<file path="config.mk">
export PLATFORM = sky130hd
export DESIGN_NAME = wb_slave_mem_flat
export DESIGN_NICKNAME = d
export VERILOG_FILES = /design/src/rtl/wb_slave_mem_if.sv /design/src/rtl/wb_slave_mem.sv /design/src/flat_wrapper.sv
export SDC_FILE = /design/constraint.sdc
export NUM_CORES = 1
export LEC_CHECK = 0
export CORE_AREA = 3 3 272 247
export CTS_CLUSTER_SIZE = 40
export DETAILED_ROUTE_END_ITERATION = 8
export DIE_AREA = 0 0 275 250
export GPL_TIMING_DRIVEN = 0
export PLACE_DENSITY = 0.72
export SLEW_MARGIN = 20
export SYNTH_ARGS = -nofsm -noshare
export SYNTH_HDL_FRONTEND = slang
export SYNTH_SLANG_ARGS = --single-unit
</file>
<file path="constraint.sdc">
create_clock -name clk -period 3 [get_ports clk]
set_input_delay 0.45 -clock clk [delete_from_list [all_inputs] [get_ports clk]]
set_output_delay 0.45 -clock clk [all_outputs]
set_load 0.02 [all_outputs]
</file>
<file path="src/rtl/wb_slave_mem_if.sv">
// Wishbone classic bus bundle between a master and the wb_slave_mem slave.
// Signal names keep the slave-side _i/_o suffixes of the original port list.
interface wb_slave_mem_if #(
    parameter int DWIDTH = 32,
    parameter int AWIDTH = 32
) ();
    logic                  wb_cyc_i;
    logic                  wb_stb_i;
    logic                  wb_we_i;
    logic [AWIDTH-1:0]     wb_adr_i;
    logic [DWIDTH/8-1:0]   wb_sel_i;
    logic [DWIDTH-1:0]     wb_dat_i;
    logic [DWIDTH-1:0]     wb_dat_o;
    logic                  wb_ack_o;
    logic                  wb_err_o;
    logic                  wb_rty_o;

    modport master (
        output wb_cyc_i, wb_stb_i, wb_we_i, wb_adr_i, wb_sel_i, wb_dat_i,
        input  wb_dat_o, wb_ack_o, wb_err_o, wb_rty_o
    );

    modport slave (
        input  wb_cyc_i, wb_stb_i, wb_we_i, wb_adr_i, wb_sel_i, wb_dat_i,
        output wb_dat_o, wb_ack_o, wb_err_o, wb_rty_o
    );
endinterface

</file>
<file path="src/rtl/wb_slave_mem.sv">
// Wishbone slave memory with programmable wait states, error on bad address and
// optional retry injection on one word (enable with WB_SLV_RETRY_INJECT_EN).
module wb_slave_mem #(
    parameter int DWIDTH      = 32,
    parameter int AWIDTH      = 32,
    parameter int DEPTH       = 16,
    parameter int WAIT_CYCLES = 2,
    parameter int RETRY_WORD  = 3
) (
    input  logic        clk,
    input  logic        rst_n,
    wb_slave_mem_if.slave wb,
    output logic [15:0] access_cnt
);
    localparam int NLANES = DWIDTH / 8;
    localparam int BSHIFT = (NLANES > 1) ? $clog2(NLANES) : 0;
    localparam int IWIDTH = (DEPTH > 1) ? $clog2(DEPTH) : 1;
    localparam logic [AWIDTH-1:0] ALIGN_MASK = AWIDTH'((64'd1 << BSHIFT) - 64'd1);

    typedef enum logic [1:0] {IDLE, WAIT, RESP} state_t;

    state_t              state;
    state_t              state_nxt;
    logic [3:0]          wait_cnt;
    logic                lat_we;
    logic [AWIDTH-1:0]   lat_adr;
    logic [NLANES-1:0]   lat_sel;
    logic [DWIDTH-1:0]   lat_dat;
    logic [DWIDTH-1:0]   mem [DEPTH];

    logic                req;
    logic                finish;
    logic [AWIDTH-1:0]   idx;
    logic [IWIDTH-1:0]   widx;
    logic                in_range;
    logic                do_rty;
    logic                ack_nxt;
    logic                err_nxt;
    logic                mem_wr;
    logic [DWIDTH-1:0]   dat_nxt;

    assign req      = wb.wb_cyc_i & wb.wb_stb_i;
    assign idx      = lat_adr >> BSHIFT;
    assign widx     = idx[IWIDTH-1:0];
    assign in_range = ((lat_adr & ALIGN_MASK) == '0) && (idx < AWIDTH'(DEPTH));
    // The transfer terminates on the edge that leaves WAIT with the request still held.
    assign finish   = (state == WAIT) && req && (wait_cnt == 4'd0);

    always_ff @(posedge clk or negedge rst_n) begin
        if (!rst_n) state <= IDLE;
        else        state <= state_nxt;
    end

    always_comb begin
        state_nxt = state;
        case (state)
            IDLE:    if (req) state_nxt = WAIT;
            WAIT:    if (!req) state_nxt = IDLE;
                     else if (wait_cnt == 4'd0) state_nxt = RESP;
            RESP:    state_nxt = IDLE;
            default: state_nxt = IDLE;
        endcase
    end

    always_comb begin
        ack_nxt = finish && in_range && !do_rty;
        err_nxt = finish && !in_range;
        mem_wr  = ack_nxt && lat_we;
        dat_nxt = '0;
        if (ack_nxt && !lat_we) dat_nxt = mem[widx];
    end

    // Request capture, wait countdown and the registered response/counter.
    always_ff @(posedge clk or negedge rst_n) begin
        if (!rst_n) begin
            wait_cnt    <= '0;
            lat_we      <= 1'b0;
            lat_adr     <= '0;
            lat_sel     <= '0;
            lat_dat     <= '0;
            wb.wb_ack_o <= 1'b0;
            wb.wb_err_o <= 1'b0;
            wb.wb_dat_o <= '0;
            access_cnt  <= '0;
        end else begin
            if (state == IDLE && req) begin
                wait_cnt <= 4'(WAIT_CYCLES);
                lat_we   <= wb.wb_we_i;
                lat_adr  <= wb.wb_adr_i;
                lat_sel  <= wb.wb_sel_i;
                lat_dat  <= wb.wb_dat_i;
            end else if (state == WAIT && wait_cnt != 4'd0) begin
                wait_cnt <= wait_cnt - 4'd1;
            end
            wb.wb_ack_o <= ack_nxt;
            wb.wb_err_o <= err_nxt;
            wb.wb_dat_o <= dat_nxt;
            if (ack_nxt) access_cnt <= access_cnt + 16'd1;
        end
    end

    always_ff @(posedge clk or negedge rst_n) begin
        if (!rst_n) begin
            for (int w = 0; w < DEPTH; w++) mem[w] <= '0;
        end else if (mem_wr) begin
            for (int b = 0; b < NLANES; b++)
                if (lat_sel[b]) mem[widx][b*8 +: 8] <= lat_dat[b*8 +: 8];
        end
    end

`ifdef WB_SLV_RETRY_INJECT_EN
    // retry_flag low means the next access to RETRY_WORD is answered with rty.
    logic retry_flag;
    logic retry_hit;
    assign retry_hit = in_range && (idx == AWIDTH'(RETRY_WORD));
    assign do_rty    = retry_hit && !retry_flag;

    always_ff @(posedge clk or negedge rst_n) begin
        if (!rst_n) begin
            retry_flag  <= 1'b0;
            wb.wb_rty_o <= 1'b0;
        end else begin
            wb.wb_rty_o <= finish && do_rty;
            if (finish && retry_hit) retry_flag <= ~retry_flag;
        end
    end
`else
    logic unused_retry_word;
    assign unused_retry_word = ^32'(RETRY_WORD);
    assign do_rty            = 1'b0;
    assign wb.wb_rty_o       = 1'b0;
`endif
endmodule

</file>
<file path="src/flat_wrapper.sv">
// flat-port wrapper written by rule: the top's interface ports become plain ports
module wb_slave_mem_flat 
#(
    parameter int DWIDTH      = 32,
    parameter int AWIDTH      = 32,
    parameter int DEPTH       = 16,
    parameter int WAIT_CYCLES = 2,
    parameter int RETRY_WORD  = 3
)
  (clk, rst_n, access_cnt, wb_wb_cyc_i, wb_wb_stb_i, wb_wb_we_i, wb_wb_adr_i, wb_wb_sel_i, wb_wb_dat_i, wb_wb_dat_o, wb_wb_ack_o, wb_wb_err_o, wb_wb_rty_o);
  wb_slave_mem_if #(.DWIDTH(DWIDTH), .AWIDTH(AWIDTH)) wb_i ();
  input  logic clk;
  input  logic rst_n;
  output logic [15:0] access_cnt;
  input wire logic [$bits(wb_i.wb_cyc_i)-1:0] wb_wb_cyc_i;
  input wire logic [$bits(wb_i.wb_stb_i)-1:0] wb_wb_stb_i;
  input wire logic [$bits(wb_i.wb_we_i)-1:0] wb_wb_we_i;
  input wire logic [$bits(wb_i.wb_adr_i)-1:0] wb_wb_adr_i;
  input wire logic [$bits(wb_i.wb_sel_i)-1:0] wb_wb_sel_i;
  input wire logic [$bits(wb_i.wb_dat_i)-1:0] wb_wb_dat_i;
  output wire logic [$bits(wb_i.wb_dat_o)-1:0] wb_wb_dat_o;
  output wire logic [$bits(wb_i.wb_ack_o)-1:0] wb_wb_ack_o;
  output wire logic [$bits(wb_i.wb_err_o)-1:0] wb_wb_err_o;
  output wire logic [$bits(wb_i.wb_rty_o)-1:0] wb_wb_rty_o;
  assign wb_i.wb_cyc_i = wb_wb_cyc_i;
  assign wb_i.wb_stb_i = wb_wb_stb_i;
  assign wb_i.wb_we_i = wb_wb_we_i;
  assign wb_i.wb_adr_i = wb_wb_adr_i;
  assign wb_i.wb_sel_i = wb_wb_sel_i;
  assign wb_i.wb_dat_i = wb_wb_dat_i;
  assign wb_wb_dat_o = wb_i.wb_dat_o;
  assign wb_wb_ack_o = wb_i.wb_ack_o;
  assign wb_wb_err_o = wb_i.wb_err_o;
  assign wb_wb_rty_o = wb_i.wb_rty_o;
  wb_slave_mem #(.DWIDTH(DWIDTH), .AWIDTH(AWIDTH), .DEPTH(DEPTH), .WAIT_CYCLES(WAIT_CYCLES), .RETRY_WORD(RETRY_WORD)) u_core (.clk(clk), .rst_n(rst_n), .wb(wb_i), .access_cnt(access_cnt));
endmodule
</file>
==> metrics.csv <==
stage,metric,value,unit
sta,Fin Setup TNS,0,ps
sta,Tmin final,2933,ps
sta,Final Hold Fails,0,
sta,RSZ-0062 raised after global routing,yes,
setup_path,"most used cell, CP",buf_4,
global_route,met1 usage,29.56,%
sta,final setup violation count,0,
placement,gpl congestion,0.8869,
yosys,XOR/XNOR share of the synthesized area,0.5452,%
clock_network,H-tree depth,3,
floorplanning,chip width,275,um
sta,Max Clock Freq,341.0,MHz
clock_network,CTS tree,built,
flow_run,max cap viols,0,
route,antenna-violating nets left,0,
placement,IO Port Bufs,122,
yosys,compound-gate portion of the synthesized area,2.272,%
global_route,gr usage total,22.06,%
yosys,sequential cell area fraction in the yosys report,55.13,%
global_route,M3 GR Usage,4.691,%
clock_network,"Clk Latency, worst-skew pair",600,ps
clock_network,CTS Buf Count,67,
setup_path,required time of the critical path,3480,ps
sta,Max Slew Vio Count,0,
yosys,main combinational cell family by area after synthesis,multiplexers,
pwr,Pwr Total,19.99,mW
yosys,post-synthesis register bit count,637,
global_route,M2 GR Usage,35.52,%
route,via count,17580,
setup_path,reg2reg start,u_core.lat_adr[4]$_DFFE_PN0P_,
floorplanning,Initial Util,44.97,%
setup_path,critical path startpoint category,flip-flop,
setup_path,reg2reg end,u_core.mem[320]$_DFFE_PN0P_,
clock_network,Clock Path Buffers,3,
finish,share of cells above drive strength 1,47.28,%
setup_path,critical path class,reg2reg,
clock_network,clock-pin slew on the worst setup and hold paths,60,ps
floorplanning,full die area,68750,um^2
global_route,first-pass GRT wire length,115200,um
setup_path,slowest CP cell,nor4bb_1,
setup_path,crit-path leading delay family,simple AND/OR/NAND/NOR gates,
placement,DP Wirelength,48700,um
setup_path,"setup slack, reg-to-reg",70,ps
route,final wirelength,75120,um
setup_path,CP Cell Sequence,"buf_4, nor4bb_1, nand2_1, nor4_4, buf_4, mux2_2",
yosys,post-synthesis simple-gate area fraction,6.803,%
finish,# nets final,2162,
global_route,largest net degree at the start of global routing,106,
yosys,Yosys cell types,38,
global_route,antenna violations before repair,0,
floorplanning,Chip Height,250,um
global_route,gr ovfl total,0,
pwr,Peak VDD IR,0.3961,mV
setup_path,Worst R2R Path Depth,6,
route,Vias/cell,5.888,
yosys,Post-Syn Area,28910,um^2
sta,Clock Skews,27.24,ps
yosys,mux contribution to synthesized area,32.64,%
clock_network,CTS sink cnt,637,
setup_path,CP endpoint kind,flip-flop,
clock_network,Clock Tree Root,clkbuf_16,
sta,Worst Tran Pin Value,1074,ps
setup_path,critical-path maximum fanout,10,
floorplanning,Core ar.,64300,um^2
finish,Finished Core Util,53.59,%
route,starting DRC count in detailed routing,1419,
global_route,GR peak layer,met2,
finish,Layout area overhead,19.17,%
global_route,number of global-route vias before repair,18810,
route,Residual DRC,0,
worst_hold_path,HP Class,in2async,
setup_path,"Arr. time, crit path",3410,ps
floorplanning,Row Count,88,
floorplanning,Ports,124,
run_status,outcome,finished clean,
yosys,Synth Area per Inst,15.82,um^2
route,TritonRoute pass-1 iters,7,
pwr,leak pwr,16.25,nW
pwr,Power Density,580.3,nW/um^2
setup_path,Crit path buffers/inverters,2,
sta,fin crit share,97.76,%
route,drt wl/cell,25.17,um
finish,Inserted Diodes,0,
yosys,synth warn,0,
yosys,post-synth net total,1903,
yosys,Post-Synth Adder-Cell Area,0.08655,%
yosys,Synth Instances,1828,
setup_path,CP max stage delay,900,ps
sta,Worst slew margin,28.38,%
[where the power goes]
part           internal, mW  switching (mW)
Clock                  4.97            3.35
Sequential             8.82           0.336
Combinational         0.873            1.64
Total                  14.7            5.33
[worst max path at each step]
stage | slack (ps) | startpoint | depth (start not counted) | end
floorplan | 520 | u_core.wait_cnt[0]$_DFFE_PN0P_ | 8 | u_core.mem[32]$_DFFE_PN0P_
global placement | -25160 | rst_n | 1 | u_core.mem[140]$_DFFE_PN0P_
detailed placement | -400 | u_core.lat_adr[28]$_DFFE_PN0P_ | 6 | u_core.mem[214]$_DFFE_PN0P_
CTS | 2 | u_core.lat_adr[15]$_DFFE_PN0P_ | 6 | u_core.mem[100]$_DFFE_PN0P_
global route | -20 | u_core.lat_adr[7]$_DFFE_PN0P_ | 6 | u_core.mem[162]$_DFFE_PN0P_
finish | 70 | u_core.lat_adr[4]$_DFFE_PN0P_ | 6 | u_core.mem[320]$_DFFE_PN0P_
[flip-flops by register name (all words and copies together), names as in the netlist]
| register | flops |
|---|---|
| u_core.lat_dat | 32 |
| u_core.wb.wb_ack_o | 1 |
| u_core.state | 2 |
| u_core.wb.wb_dat_o | 32 |
| u_core.wait_cnt | 4 |
| u_core.wb.wb_err_o | 1 |
| u_core.access_cnt | 16 |
| u_core.lat_we | 1 |
| u_core.lat_sel | 4 |
| u_core.lat_adr | 32 |
| u_core.mem | 512 |
[cell type report]
cell class	count	area (um^2)
repair buffers	190	2206
fillers	5056	29840
multi-input cells	1043	12300
inverters	3	11.26
clock inverters	14	177.7
flip-flops and latches	637	15940
clock buffers	98	2008
well taps	855	1070
plain buffers	145	747.0
[cell usage in the layout (no fill, tap or decap), types with 27 or more instances in the layout]
master,count
clkbuf_16,72
clkbuf_1,63
mux2_2,582
buf_4,41
buf_1,27
dfrtp_1,637
clkdlybuf4s50_1,121
mux4_2,128
nand2_1,56
a22oi_1,64
nor4_4,48
buf_2,36
a21oi_1,32
[synthesized netlist by cell type (all sizes together)]
| library cell | count | area [um^2] |
|---|---|---|
| mux2 | 582 | 6554 |
| nand4 | 19 | 118.9 |
| nor4 | 68 | 1146 |
| and4b | 3 | 30.03 |
| buf | 84 | 476.7 |
| or4 | 17 | 131.4 |
| and4 | 3 | 26.28 |
| dfrtp | 637 | 15940 |
| clkbuf | 61 | 239.0 |
| nor4bb | 5 | 50.05 |
| ha | 2 | 25.02 |
| nor3b | 1 | 12.51 |
| and3 | 4 | 25.02 |
| nor2b | 3 | 18.77 |
| inv | 3 | 11.26 |
| a22oi | 64 | 480.5 |
| a211o | 1 | 8.760 |
| nor3 | 5 | 25.02 |
| a211oi | 1 | 7.510 |
| nor2 | 7 | 26.28 |
| and2 | 5 | 31.28 |
| xnor2 | 1 | 8.760 |
| nor4b | 4 | 35.03 |
| nand2 | 57 | 221.5 |
| mux4 | 128 | 2883 |
| or3b | 1 | 8.760 |
| xor2 | 17 | 148.9 |
| conb | 1 | 3.750 |
| nand3 | 12 | 60.06 |
| a21oi | 32 | 160.2 |
[metrics by stage]
| stage | instance area, um^2 | cells | setup WS [ps] | hold WS, ps |
|---|---|---|---|---|
| 6_report | 34460 | 2985 | 67.12 | 386.9 |
| 5_1_grt | 34460 | 2985 | -21.29 | 430.0 |
| 4_1_cts | 34220 | 2972 | 2.438 | 385.8 |
| 3_5_place_dp | 31410 | 2814 | -399.7 | 440.6 |
| 3_3_place_gp | 31200 | 2805 | -25160 | 461.1 |
| 2_1_floorplan | 28910 | 1828 | 524.0 | 154.4 |
[cells by family after synthesis]
family,count (synthesis)
compound gates,98
flops,637
other cells,1
simple gates,214
mux,710
xor+xnor,18
fa+ha+maj,2
buf+inv,148
[metal layers]
layer	vias up	share of wire, %
met1	9375	41
met4	0	3.6
li1	7408	-
met5	-	0
met3	165	6.6
met2	628	48
[timing repair]
item / in CTS / in global routing
setup buffers: 45 / 12
pin swaps: 35 / 9
setup endpoints to repair: 410 / 202
hold buffers: 1 / 0
endpoints found under the hold margin: 67 / 0
gates cloned: 0 / 1
resized for setup: 9 / 27
Power figures use the tool's default switching activity.
==> RTL edit 1: new RTL, same settings <==
The option `WB_SLV_RETRY_INJECT_EN` is turned on by a define.
--- a/src/rtl/wb_slave_mem.sv
+++ b/src/rtl/wb_slave_mem.sv
@@ -1,5 +1,7 @@
 // Wishbone slave memory with programmable wait states, error on bad address and
 // optional retry injection on one word (enable with WB_SLV_RETRY_INJECT_EN).
+`define WB_SLV_RETRY_INJECT_EN
+
 module wb_slave_mem #(
     parameter int DWIDTH      = 32,
     parameter int AWIDTH      = 32,
Function: not settled (the Yosys comparison gave no result); the edit may change what the design does.
==> RTL edit 1 against the unedited design <==
- core utilization fell by 0.27 points
- die area is the same
- worst setup slack worse by 54 ps
- critical path depth is 1 lower
- power increased by 3.2%
- final area decreased by 0.50%
- sequential cell count increased by 2
- global-route usage decreased by 0.56 points
- worst hold slack lost 47 ps
- synthesized cell count decreased by 4.8%
- count of clock-buffer cells in the layout rose by 6
- synthesized area decreased by 3.0%
- routed wire length down 2.3%
- largest cell class unchanged
==> RTL edit 1: results (changes against the unedited design) <==
- Status: finished, final reports clean
* Max clock buf depth: 3 (unchanged)
- Worst-Margin Slew: 1180 ps (+101 ps)
* Largest vdd supply drop: 0.000391 V (-1.2%)
* WL per Instance: 25.3 µm (+0.61%)
- Count of vias placed by the detailed router: 17.1k (-2.9%)
* Largest clock skew in the final design: 23.9 ps (-3.33 ps)
- Worst setup slack for register-to-register paths: 10 ps (-50 ps)
* Routability Congestion: 0.859 (-3.2%)
- First-pass GRT wire length: 112000 µm (-2.5%)
- Maximum fanout count along the critical path: 10 (unchanged)
- First-iteration detailed-routing DRC count: 1468 (+3.5%)
- Category of the critical setup timing path: reg -> reg
- The tree is rooted in a clkbuf_16.
- Slowest Stage Delay on Critical Path: 700 ps (-200 ps)
* Global router's overall resource usage: 21.5% (-0.56 points)
- The count of nets after finishing is 2068 (-4.3%).
- Top post-synthesis cells by area: dfrtp_1 57%, mux2_2 23%, mux4_2 10%
* Max FFs per register: 512 (unchanged)
* H-tree Lvls: 3 (unchanged)
- The instance area after placement was 30600 µm² (-2.7%).
* Startpoint of the worst-slack reg-to-reg timing path: u_core.lat_adr[2]
* Post-synth ARST share: 100% (unchanged)
* Clock buffer count from CTS: 68 (+1.5%)
- Leading post-synthesis cells by instance count: 639 x dfrtp_1, 564 x mux2_2, 128 x mux4_2, 82 x clkbuf_1, 64 x a22oi_1
- Reg2reg path depth: 5 (-1)
- The number of distinct library cells after synthesis is 35 (-7.9%).
- The hold slack came to 339 ps (-47.4 ps).
* Number of buffers inserted by port buffering: 123 (+0.82%)
- Net count after synthesis: 1816 (-4.6%)
- The worst register-to-register path ends at u_core.mem[414].
- The pin count of the biggest net entering global routing is 103 (-2.8%).
* Arr. time, crit path: 3460 ps (+50 ps)
- Crit path max-delay cell type: and4_1
- Clock transition time at the flip-flop clock pins of the worst setup and hold paths: 70 ps
- Initial antenna violation count: 0 (unchanged)
- Total leakage power: 0.0160 µW (-1.4%)
- The antenna cell count came to 0 (unchanged).
- Clock latency on the worst-skew pair, taken at its later pin, is 610 ps.
- Detailed Place HPWL: 48100 µm (-1.3%)
* Highest Clock Rate: 335 MHz (-1.8%)
- The min-delay analysis places its worst path in the category in -> async.
* Share of synthesized area occupied by flip-flops and latches: 57.0% (+1.9 points)
* Fraction of layout instances using a drive strength above 1: 47.8% (+0.55 points)
- Largest reg by FF count: u_core.mem
- Yosys warning count: 0 (unchanged)
- The layout filler cell count was 5075 (+0.38%).
- Number of global-route vias before repair: 18.5k (-1.5%)
* Post-placement worst setup slack: -582 ps (-182 ps)
* DRT Pass-1 Iters: 5 (-2)
## RTL edit 1: worst max-delay path: cells and delay by family, from the launching register on
family        cells  cell delay (ps)
mux               1              410
buf+inv           1              420
flops             1              330
simple gates      3             1690
## RTL edit 1: repair_timing
item                                   4_1_cts  5_1_grt
buffers inserted                            48        7
endpoints found under the hold margin       39        0
pin swaps                                   49        9
setup endpoints to repair                  544      486
hold buffers                                 1        0
gates resized for setup                     42       70
gates cloned                                 0        4
## RTL edit 1: stage by stage
| step | total power [µW] | utilization (%) | instances |
|---|---|---|---|
| global placement | 11600 | 47.2 | 2719 |
| CTS | 20700 | 52.9 | 2895 |
| floorplan | 10600 | - | 1741 |
| detailed placement | 11700 | 47.5 | 2727 |
| global route | 21300 | 53.3 | 2900 |
| finish | 20600 | 53.3 | 2900 |
## RTL edit 1: worst min path at each step
stage | startpoint | end | cells past startpoint
finish | rst_n | u_core.lat_adr[24] | 2
floorplan | rst_n | u_core.access_cnt[0] | 0
detailed placement | rst_n | u_core.lat_adr[19] | 1
global placement | u_core.state[1] | u_core.state[0] | 1
global route | rst_n | u_core.lat_adr[22] | 2
CTS | rst_n | u_core.lat_adr[21] | 2
## RTL edit 1: kinds of logic after synthesis
group                    Yosys count  share of synthesized area [%]
AO/OA/AOI/OAI                     98                           2.34
XOR/XNOR                          19                          0.594
buffers and inverters            123                           1.83
adder cells (fa/ha/maj)            2                         0.0892
flip-flops                       639                           57.0
multiplexers                     709                           33.6
AND/OR/NAND/NOR                  151                           4.49
## RTL edit 1: per-layer routing
layer	wire length (µm)	part of all wire [%]	vias up	track usage, %
li1	-	-	7034	-
met1	30900	42	9250	29.3
met2	35900	49	609	34.3
met3	4280	5.8	167	4.23
met4	2380	3.2	0	7.83
met5	0	0	-	0
## RTL edit 1: area by class of cell
cell class | instances | area share [%]
Buffer | 110 | 1.73
Clock buffer | 104 | 6.16
Clock inverter | 18 | 0.876
Inverter | 4 | 0.0438
Multi-Input combinational cell | 979 | 34.3
Sequential cell | 639 | 46.6
Tap cell | 855 | 3.12
Timing Repair Buffer | 191 | 7.17
## RTL edit 1: report_power, final
group | switching [µW] | internal (µW)
registers | 346 | 8850
clock network | 3450 | 5540
logic | 1650 | 795
total | 5440 | 15200
==> RTL edit 2: new RTL, same flow settings <==
Without the edit above. Put one more register stage on the output `access_cnt`, cleared by the reset. The value now appears one clock later. The other outputs are not delayed to match.
--- a/src/rtl/wb_slave_mem.sv
+++ b/src/rtl/wb_slave_mem.sv
@@ -18,6 +18,8 @@
     localparam logic [AWIDTH-1:0] ALIGN_MASK = AWIDTH'((64'd1 << BSHIFT) - 64'd1);
 
     typedef enum logic [1:0] {IDLE, WAIT, RESP} state_t;
+
+    logic [15:0] access_cnt_s0;
 
     state_t              state;
     state_t              state_nxt;
@@ -81,7 +83,7 @@
             wb.wb_ack_o <= 1'b0;
             wb.wb_err_o <= 1'b0;
             wb.wb_dat_o <= '0;
-            access_cnt  <= '0;
+            access_cnt_s0 <= '0;
         end else begin
             if (state == IDLE && req) begin
                 wait_cnt <= 4'(WAIT_CYCLES);
@@ -95,7 +97,7 @@
             wb.wb_ack_o <= ack_nxt;
             wb.wb_err_o <= err_nxt;
             wb.wb_dat_o <= dat_nxt;
-            if (ack_nxt) access_cnt <= access_cnt + 16'd1;
+            if (ack_nxt) access_cnt_s0 <= access_cnt_s0 + 16'd1;
         end
     end
 
@@ -130,5 +132,13 @@
     assign do_rty            = 1'b0;
     assign wb.wb_rty_o       = 1'b0;
 `endif
+    always_ff @(posedge clk or negedge rst_n) begin
+        if (!rst_n) begin
+            access_cnt <= '0;
+        end else begin
+            access_cnt <= access_cnt_s0;
+        end
+    end
+
 endmodule
 
Function: not settled (the Yosys comparison gave no result); the edit may change what the design does.
==> RTL edit 2 against the unedited design <==
- the flow now finishes with violations (negative setup slack)
- sequential cell count rose by 16
- non-clock buffer count fell by 84
- final area fell by 0.70%
- synthesized area rose by 1.0%
- routed wire length fell by 6.8%
- worst setup slack got worse by 130 ps
- power fell by 3.5%
==> RTL edit 2: results (changes against the unedited design) <==
- Number of endpoints failing setup at the final stage: 100 (+100)
* Number of clock sinks: 653 (+2.5%)
- Total Routed Length: 70000 µm (-6.8%)
- Violated checks: negative setup slack
- Final setup margin: -67.6 ps (-135 ps)
- The fraction of area in clock buffers and inverters was 6.21% (-0.13 points).
- The mean instance size in the synthesized netlist came to 16.8 µm² (+6.3%).
- Multiplexer share of the synthesized area: 33.3% (+0.66 points)
- The via count of the first global-routing pass was 17.8k (-5.3%).
- Layout net count: 2026 (-6.3%)
- Layout inverter count without the clock tree: 4 (+1)
- The worst register-to-register path begins at u_core.wait_cnt[1].
- The internal power contribution was 14400 µW (-1.7%).
* Worst-Margin Slew: 1090 ps (+15.3 ps)
- Met2 track utilization from global routing: 33.1% (-2.5 points)
- Crit path max-delay cell type: dfrtp_1
* Reg2reg path depth: 11 (+5)
- The setup slack after placement is -276 ps (+124 ps).
- The path class of the tightest hold or removal check is reg -> reg.
- Arithmetic-cell share of the synthesized area counting full adders, half adders and majority gates: 0.0857% (-0.00088 points)
- Detailed Place HPWL: 45800 µm (-6.0%)
- Compared with the post-synthesis result, the final layout area differs by 17.1%.
- The compound-gate portion of the synthesized area was 2.25% (-0.019 points).
- The final worst clock skew is 23.5 ps (-3.71 ps).
* Total leakage power: 0.0159 µW (-2.4%)
* Bufs w/o clock: 251 (-25%)
- The relative contribution of sequential cells to total power came to 47.5% (+1.7 points).
* Global router's overall resource usage: 20.8% (-1.3 points)
- Number of clock buffers in the layout: 103 (+5.1%)
- Hold Worst Slack: 394 ps (+7.57 ps)
* Arr. time, crit path: 3540 ps (+130 ps)
- Largest vdd supply drop: 0.000478 V (+21%)
- Count of multi-input gates: 973 (-6.7%)
* Net count after synthesis: 1812 (-4.8%)
* Sequential cell area: 16300 µm² (+2.5%)
- Post-route cell area: 34200 µm² (-0.70%)
* Status: finished with violations
- Count of vias placed by the detailed router: 16.4k (-6.6%)
- Distinct cell type count of the synthesized netlist: 41 (+7.9%)
- In the synthesized netlist, the cells that appear most often are 653 x dfrtp_1, 501 x mux2_2, 128 x mux4_2, 80 x mux2_4, 64 x a22oi_1.
RTL edit 2: cell types whose count changed after synthesis, moves of 16 or more:
| cell | change |
|---|---|
| dlygate4sd3_1 | +31 |
| buf_1 | -18 |
| mux2_4 | +80 |
| nor4_4 | -47 |
| clkbuf_1 | -16 |
| dfrtp_1 | +16 |
| mux2_2 | -81 |
| nand3_4 | +60 |
| buf_2 | -35 |
| nand2_1 | -41 |
RTL edit 2: metal layers:
metal  up-vias  wire (µm)  part of all wire, %
met5         -          0                    0
met4         0       2430                  3.5
met3       137       3440                  4.9
met2       396      33400                   48
met1      8873      30700                   44
li1       7007          -                    -
RTL edit 2: repair_timing:
action	4_1_cts	5_1_grt
setup endpoints to repair	174	449
hold endpoints to repair	69	0
hold buffers	1	0
pin swaps	0	1
setup buffers	0	8
gates cloned	0	5
gates resized for setup	21	29
